File: src/rtl/adder_input_packer_if.sv
// adder_input_packer_if: stream-in / vector-out handshake bundle for the
// adder tree input packer. The slave modport is the packer's view; the
// master modport is the view of the logic that feeds it and drains it.
interface adder_input_packer_if #(
  parameter int IN_NUM    = -1,
  parameter int BIT_WIDTH = -1
);
  // Clamp so the bundle still elaborates with the -1 parameter defaults.
  localparam int N     = (IN_NUM < 1) ? 1 : IN_NUM;
  localparam int W     = (BIT_WIDTH < 1) ? 1 : BIT_WIDTH;
  localparam int CNT_W = ($clog2(N + 1) < 1) ? 1 : $clog2(N + 1);

  logic               in_valid;
  logic               in_ready;
  logic [W-1:0]       in_value;
  logic               in_last;
  logic [0:N*W-1]     out_values;
  logic [CNT_W-1:0]   out_count;
  logic               out_valid;
  logic               out_ready;
  logic               sum_valid;

  modport master (
    output in_valid, in_value, in_last, out_ready,
    input  in_ready, out_values, out_count, out_valid, sum_valid
  );

  modport slave (
    input  in_valid, in_value, in_last, out_ready,
    output in_ready, out_values, out_count, out_valid, sum_valid
  );
endinterface

File: src/rtl/adder_input_packer.sv
// adder_input_packer: packs IN_NUM consecutive BIT_WIDTH beats into the
// [0:IN_NUM*BIT_WIDTH-1] vector consumed by the tree adder (slot 0 on the
// MSB side), holds it until accepted, and delays the transfer event by the
// adder tree latency to produce sum_valid.
// Optional feature: define ADDER_PACKER_FLUSH_EN to let in_last close a
// partial group (zero-padded, out_count = real fill).
module adder_input_packer #(
  parameter int IN_NUM    = -1,
  parameter int BIT_WIDTH = -1
) (
  input logic                  clock,
  input logic                  reset,
  adder_input_packer_if.slave  bus
);
  localparam int N         = (IN_NUM < 1) ? 1 : IN_NUM;
  localparam int W         = (BIT_WIDTH < 1) ? 1 : BIT_WIDTH;
  localparam int ADD_DEPTH = $clog2(N);
  localparam int CNT_W     = ($clog2(N + 1) < 1) ? 1 : $clog2(N + 1);
  localparam logic [CNT_W-1:0] LAST_SLOT = CNT_W'(N - 1);

  logic [CNT_W-1:0] cnt_reg;
  logic             out_valid_reg;
  logic [0:N*W-1]   out_values_reg;
  logic [CNT_W-1:0] out_count_reg;
  logic [0:N*W-1]   values_next;

  logic in_ready;
  logic in_fire;
  logic out_fire;
  logic out_free;
  logic at_last;
  logic completing;

  assign at_last  = (cnt_reg == LAST_SLOT);
  assign out_free = !out_valid_reg | bus.out_ready;
  assign in_fire  = bus.in_valid & in_ready;
  assign out_fire = out_valid_reg & bus.out_ready;

`ifdef ADDER_PACKER_FLUSH_EN
  // Any beat may complete a group, so a beat can only be taken when the
  // output register is free to receive the result.
  assign in_ready   = out_free;
  assign completing = in_fire & (at_last | bus.in_last);
`else
  // Only the beat landing in the last slot completes; earlier beats just
  // fill the staging slots and can be taken while the output is held.
  logic unused_in_last;
  assign unused_in_last = bus.in_last;
  assign in_ready   = out_free | !at_last;
  assign completing = in_fire & at_last;
`endif

  // Per-slot staging register plus the mux that builds the next vector:
  // staged value below the fill point, live beat at it, zero above it.
  for (genvar gi = 0; gi < N; gi++) begin : g_slot
    localparam logic [CNT_W-1:0] SLOT = CNT_W'(gi);
    logic [W-1:0] fill_reg;

    // Capture the accepted beat into this slot when it is the fill point.
    always_ff @(posedge clock) begin
      if (in_fire && (cnt_reg == SLOT)) begin
        fill_reg <= bus.in_value;
      end
    end

    assign values_next[gi*W +: W] = (SLOT < cnt_reg)  ? fill_reg :
                                    (SLOT == cnt_reg) ? bus.in_value :
                                                        '0;
  end

  // Fill counter and output register; a completing beat reloads the output
  // on the same edge as a transfer so back-to-back vectors have no bubble.
  always_ff @(posedge clock) begin
    if (reset) begin
      cnt_reg        <= '0;
      out_valid_reg  <= 1'b0;
      out_values_reg <= '0;
      out_count_reg  <= '0;
    end else begin
      if (in_fire) begin
        cnt_reg <= completing ? '0 : cnt_reg + CNT_W'(1);
      end
      if (completing) begin
        out_values_reg <= values_next;
        out_count_reg  <= cnt_reg + CNT_W'(1);
        out_valid_reg  <= 1'b1;
      end else if (out_fire) begin
        out_valid_reg <= 1'b0;
      end
    end
  end

  // sum_valid follows the transfer event by the adder tree latency.
  if (ADD_DEPTH == 0) begin : g_no_delay
    assign bus.sum_valid = out_fire;
  end else begin : g_delay
    logic [ADD_DEPTH-1:0] delay_reg;

    // Shift the transfer event along; reset cancels pulses in flight.
    always_ff @(posedge clock) begin
      if (reset) begin
        delay_reg <= '0;
      end else begin
        delay_reg[0] <= out_fire;
        for (int i = 1; i < ADD_DEPTH; i++) begin
          delay_reg[i] <= delay_reg[i-1];
        end
      end
    end

    assign bus.sum_valid = delay_reg[ADD_DEPTH-1];
  end

  assign bus.in_ready   = in_ready;
  assign bus.out_valid  = out_valid_reg;
  assign bus.out_values = out_values_reg;
  assign bus.out_count  = out_count_reg;
endmodule
File: src/flat_wrapper.sv
// flat-port wrapper written by rule: the top's interface ports become plain ports
module adder_input_packer_flat 
#(
  parameter int IN_NUM    = -1,
  parameter int BIT_WIDTH = -1
)
  (clock, reset, bus_in_valid, bus_in_value, bus_in_last, bus_out_ready, bus_in_ready, bus_out_values, bus_out_count, bus_out_valid, bus_sum_valid);
  adder_input_packer_if #(.IN_NUM(IN_NUM), .BIT_WIDTH(BIT_WIDTH)) bus_i ();
  input logic clock;
  input logic reset;
  input wire logic [$bits(bus_i.in_valid)-1:0] bus_in_valid;
  input wire logic [$bits(bus_i.in_value)-1:0] bus_in_value;
  input wire logic [$bits(bus_i.in_last)-1:0] bus_in_last;
  input wire logic [$bits(bus_i.out_ready)-1:0] bus_out_ready;
  output wire logic [$bits(bus_i.in_ready)-1:0] bus_in_ready;
  output wire logic [$bits(bus_i.out_values)-1:0] bus_out_values;
  output wire logic [$bits(bus_i.out_count)-1:0] bus_out_count;
  output wire logic [$bits(bus_i.out_valid)-1:0] bus_out_valid;
  output wire logic [$bits(bus_i.sum_valid)-1:0] bus_sum_valid;
  assign bus_i.in_valid = bus_in_valid;
  assign bus_i.in_value = bus_in_value;
  assign bus_i.in_last = bus_in_last;
  assign bus_i.out_ready = bus_out_ready;
  assign bus_in_ready = bus_i.in_ready;
  assign bus_out_values = bus_i.out_values;
  assign bus_out_count = bus_i.out_count;
  assign bus_out_valid = bus_i.out_valid;
  assign bus_sum_valid = bus_i.sum_valid;
  adder_input_packer #(.IN_NUM(IN_NUM), .BIT_WIDTH(BIT_WIDTH)) u_core (.clock(clock), .reset(reset), .bus(bus_i));
endmodule
File: config.mk
export PLATFORM = sky130hd
export DESIGN_NAME = adder_input_packer_flat
export DESIGN_NICKNAME = d
export VERILOG_FILES = /design/src/rtl/adder_input_packer_if.sv /design/src/rtl/adder_input_packer.sv /design/src/flat_wrapper.sv
export SDC_FILE = /design/constraint.sdc
export NUM_CORES = 1
export LEC_CHECK = 0
export BUFFER_PORTS_ARGS = -buffer_cell sky130_fd_sc_hd__buf_2
export CORE_AREA = 2 2 39 41
export CTS_CLUSTER_SIZE = 12
export DETAILED_ROUTE_END_ITERATION = 10
export DIE_AREA = 0 0 41 43
export GPL_ROUTABILITY_DRIVEN = 0
export PLACE_DENSITY = 0.38
export SLEW_MARGIN = 0
export SYNTH_ARGS = -nofsm -noshare
export SYNTH_HDL_FRONTEND = slang
export SYNTH_SLANG_ARGS = --single-unit
File: constraint.sdc
create_clock -name clock -period 1.3 [get_ports clock]
set_clock_uncertainty 0.15 [all_clocks]
set_input_delay 0.065 -clock clock [delete_from_list [all_inputs] [get_ports clock]]
set_output_delay 0.065 -clock clock [all_outputs]
set_load 0.03 [all_outputs]
Word-level counts from Yosys, hierarchy flattened:

Index checks and enable logic that the tools add are counted.

* add/sub/neg operators: 1
* multipliers: 0
* div/mod/pow operators: 0
* order comparisons: 1
* equality and inequality tests: 0
* shift-type cells: 0
* mux-type cells: 5
* bitwise operators: 6
* reduce and logical (&&, ||, !) cells: 3

Operators with widths (count)
* 1-bit two-way mux: 5
* 1-bit AND: 3
* 1-bit OR: 2
* 2-bit nonzero test: 1
* 1-bit adder (second input constant): 1
* 1-bit logical AND: 1
* 1-bit logical NOT: 1
* 1-bit less-than comparator (first input constant): 1
* 1-bit inverter: 1

* register bits after elaboration: 5
* latch bits: 0
* RAM bits: 0
* bits in read-only memories: 0
* input port bits: 6
* output and inout bits: 5
* word-level logic and storage cells: 21
* memories kept: 0

Longest topological paths before layout:

* word-level depth: 6
* gate-level depth with buffers: 3
* gate-level depth less buffers: 3

Worst setup path after synthesis:

No wires, ideal clock.

* path type: register to output
* start: reg u_core.out_valid_reg (netlist: u_core.bus.out_valid)
* end: out bus_in_ready
* arrival: 0.971 ns
* data required time: 1.085 ns
* path slack: 0.114 ns
* cell stages (with the launch flop): 3
* buffers on the path: 0
* cell sequence: dfxtp_1 > nand2b_4 > or2_2

* word-level cells in the longest chain between the ends: 3

Ends and longest elaborated chain
* start: declaration: line adder_input_packer.sv:22 `logic out_valid_reg;`
* start signal: assignment: line adder_input_packer.sv:76 `out_valid_reg <= 1'b0;`
* start signal: assignment: line adder_input_packer.sv:86 `out_valid_reg <= 1'b1;`
* start signal: assignment: line adder_input_packer.sv:88 `out_valid_reg <= 1'b0;`
* 1-bit logical NOT: line adder_input_packer.sv:35 `assign out_free = !out_valid_reg | bus.out_ready;`
* 1-bit OR: line adder_input_packer.sv:35
* 1-bit OR: line adder_input_packer.sv:49 `assign in_ready = out_free | !at_last;`
* end: declaration: line flat_wrapper.sv:15 `output wire logic [$bits(bus_i.in_ready)-1:0] bus_in_ready;`

Every way passes these cells.

Worst setup path in the final report:

* start: reg u_core.out_valid_reg (netlist: u_core.bus.out_valid)
* end: out bus_sum_valid

* word-level cells in the longest chain between the ends: 1

Ends and longest elaborated chain
* 1-bit AND: line adder_input_packer.sv:37 `assign out_fire = out_valid_reg & bus.out_ready;`
* end: declaration: line flat_wrapper.sv:19 `output wire logic [$bits(bus_i.sum_valid)-1:0] bus_sum_valid;`

Every way passes these cells.

==> run metrics <==
CTS tree=yes; Skew-Pair Late Insertion Delay=0.23 ns; initial antenna violation count=0; Inst Count DP=40; EDFF count, synth=0; Final setup viols=0; setup TNS=0 ns; die area=1763 um2; Distinct cells, synth=10; Initial Utilization=13.02%; fin cells=48; Vias=169; Remaining DRCs=0; worst-case clock buffer depth=2; # rows=14; clk slew on worst S/H paths=~0.04 ns; Clock H-tree levels=1; crit-path max cell delay=0.32 ns; Max Cap Viol=0; critical path cell sequence=buf_4 > and2_2 > buf_2; clock buffer count from CTS=3; core box area=around 1400 um2; largest net degree at the start of global routing=6; PortBufs=9; Peak VDD IR=0.0005191 V; crit start category=flop; post-synthesis async set-or-reset flop share=0%; height of the die=roughly 43 um; TritonRoute pass-1 iters=2; Lkg Pwr=between 0.15 and 0.2 nW; CP Class=reg2out; CTS Sinks=4; Critical Path RT=1.09 ns; ANT nets after route=0; Final min period=1.222 ns; Yosys warnings=0; Avg Vias per Cell=3.521; crit path max fanout=2; Top FF cell, synth=dfxtp_1; syn nets=21; register area share after synthesis=44.44%; area delta synth->final=84.03%; first-pass GRT wire length=627 um; Root Driver=clkbuf_4; Mapped Avg Cell Area=12.01 um2; IO Count=11; final net count=40; Final Hold Fails=0; Hold Path Class=in2reg; Routed WL=428 um; ratio of cells with drive above 1 in the final layout=65.63%; chip width=41 um; Max-Slew Margin vs Limit=89.16%; Syn Inst Count=15; RSZ-0062 raised after global routing=no; multi-input logic area=roughly 110 um2; grt total ovfl=0; CP max stage cell=dfxtp_2; Synth area leader=dfxtp_1; Final period util=93.99%; synthesized flop and latch total=4; post-synth top area share=44.44%; Slew Limit Fails=0; Routed WL per cell=8.917 um; number of global-route vias before repair=175; Area contributors post-synth=dfxtp_1 44%, nand2b_4 15%, nor2b_4 7.6%, nand2b_1 6.9%, mux2i_1 5.6%; synth cell count leaders=4 x dfxtp_1, 2 x nand2b_1, 2 x nand2b_4; FF/Latch Area=81.33 um2; Filler Cells Inserted=152; Max Clock Freq=818.4 MHz; mapped cell area=about 180 um2; CP Capture Type=output port; Global Route Usage Sum=under 10%; Cell Pwr Density=1098 nW/um2; status=complete, no violations; Worst EP arrival=around 1.0 ns; # diodes=0; Initial DRC Count=1; count leader, synth=dfxtp_1; Slew @ Worst Pin=0.1622 ns
## routing by layer
| layer | share of wire, % | up-vias | GRT usage, % |
|---|---|---|---|
| li1 | - | 84 | - |
| met1 | 41 | 71 | 5.128 |
| met2 | 44 | 14 | 7.813 |
| met3 | 15 | 0 | 6.283 |
| met4 | 0 | 0 | 4.000 |
| met5 | 0 | - | 0 |
## cell type report
cell class | instances | area share [%]
clock buffer | 3 | 6.792
timing repair buffer | 14 | 30.57
tap | 16 | 6.038
sequential | 4 | 24.53
multi-input combinational | 11 | 32.08
## layout by cell type, fill, tap and decap left out
| master | n |
|---|---|
| o21ba_2 | 1 |
| buf_2 | 8 |
| nand2b_1 | 2 |
| dlymetal6s4s_1 | 1 |
| clkbuf_4 | 3 |
| dfxtp_2 | 1 |
| dfxtp_1 | 3 |
| dlygate4sd3_1 | 3 |
| nor2b_4 | 1 |
| nor3b_1 | 1 |
| buf_6 | 1 |
| nand2b_4 | 2 |
| a21oi_2 | 1 |
| and2_2 | 1 |
| mux2i_1 | 1 |
| buf_4 | 1 |
| or2_4 | 1 |
## power breakdown
part	leakage, nW	internal (W)	switching, W
Combinational	0.110	0.0000383	0.0000373
Sequential	0.0332	0.000130	0.00000413
Clock	0.0138	0.000103	0.0000507
## kinds of logic (layout without fill, tap and decap cells)
family | count (synthesis) | in the layout | synth area share [%]
AOI/OAI and AO/OA | 2 | 2 | 8.331
buffers and inverters | 0 | 17 | 0
DFF | 4 | 4 | 44.45
muxes | 1 | 1 | 5.556
and+or+nand+nor | 8 | 8 | 41.67
## per-stage QoR
step           setup WS [ns]  total power [W]  util (%)  hold slack (ns)  instance area (um2)
2_1_floorplan         0.1135        0.0001753         -         -0.01593                180.2
3_3_place_gp          0.2264        0.0001929     17.72           0.1190                245.2
3_5_place_dp          0.2134        0.0001950     17.72           0.1306                245.2
4_1_cts             0.006189        0.0003679     23.06           0.1551                319.1
5_1_grt              0.03304        0.0003855     23.96           0.1827                331.6
6_report             0.07813        0.0003641     23.96           0.1663                331.6
## final timing paths
kind                               from  cells after the start  slack [ns]               endpoint
hold reg to reg   u_core.bus.out_values                      2        0.33  u_core.bus.out_values
setup / recovery   u_core.bus.out_valid                      3        0.08          bus_sum_valid
setup reg to reg         u_core.cnt_reg                      3        0.31  u_core.bus.out_values
hold / removal            bus_out_ready                      4        0.17  u_core.bus.out_values
## critical path, delay by kind of cell, from the launching register on
kind	cells	cell delay, ns
buf+inv	2	0.30
flops	1	0.32
simple gates	1	0.15
## timing repair
item | CTS | global route
hold endpoints to repair | 4 | 0
resized for setup | 2 | 4
setup endpoints to repair | 1 | 2
hold buffers | 4 | 0
buffers inserted | 1 | 0
(Power assumes the default switching activity.)
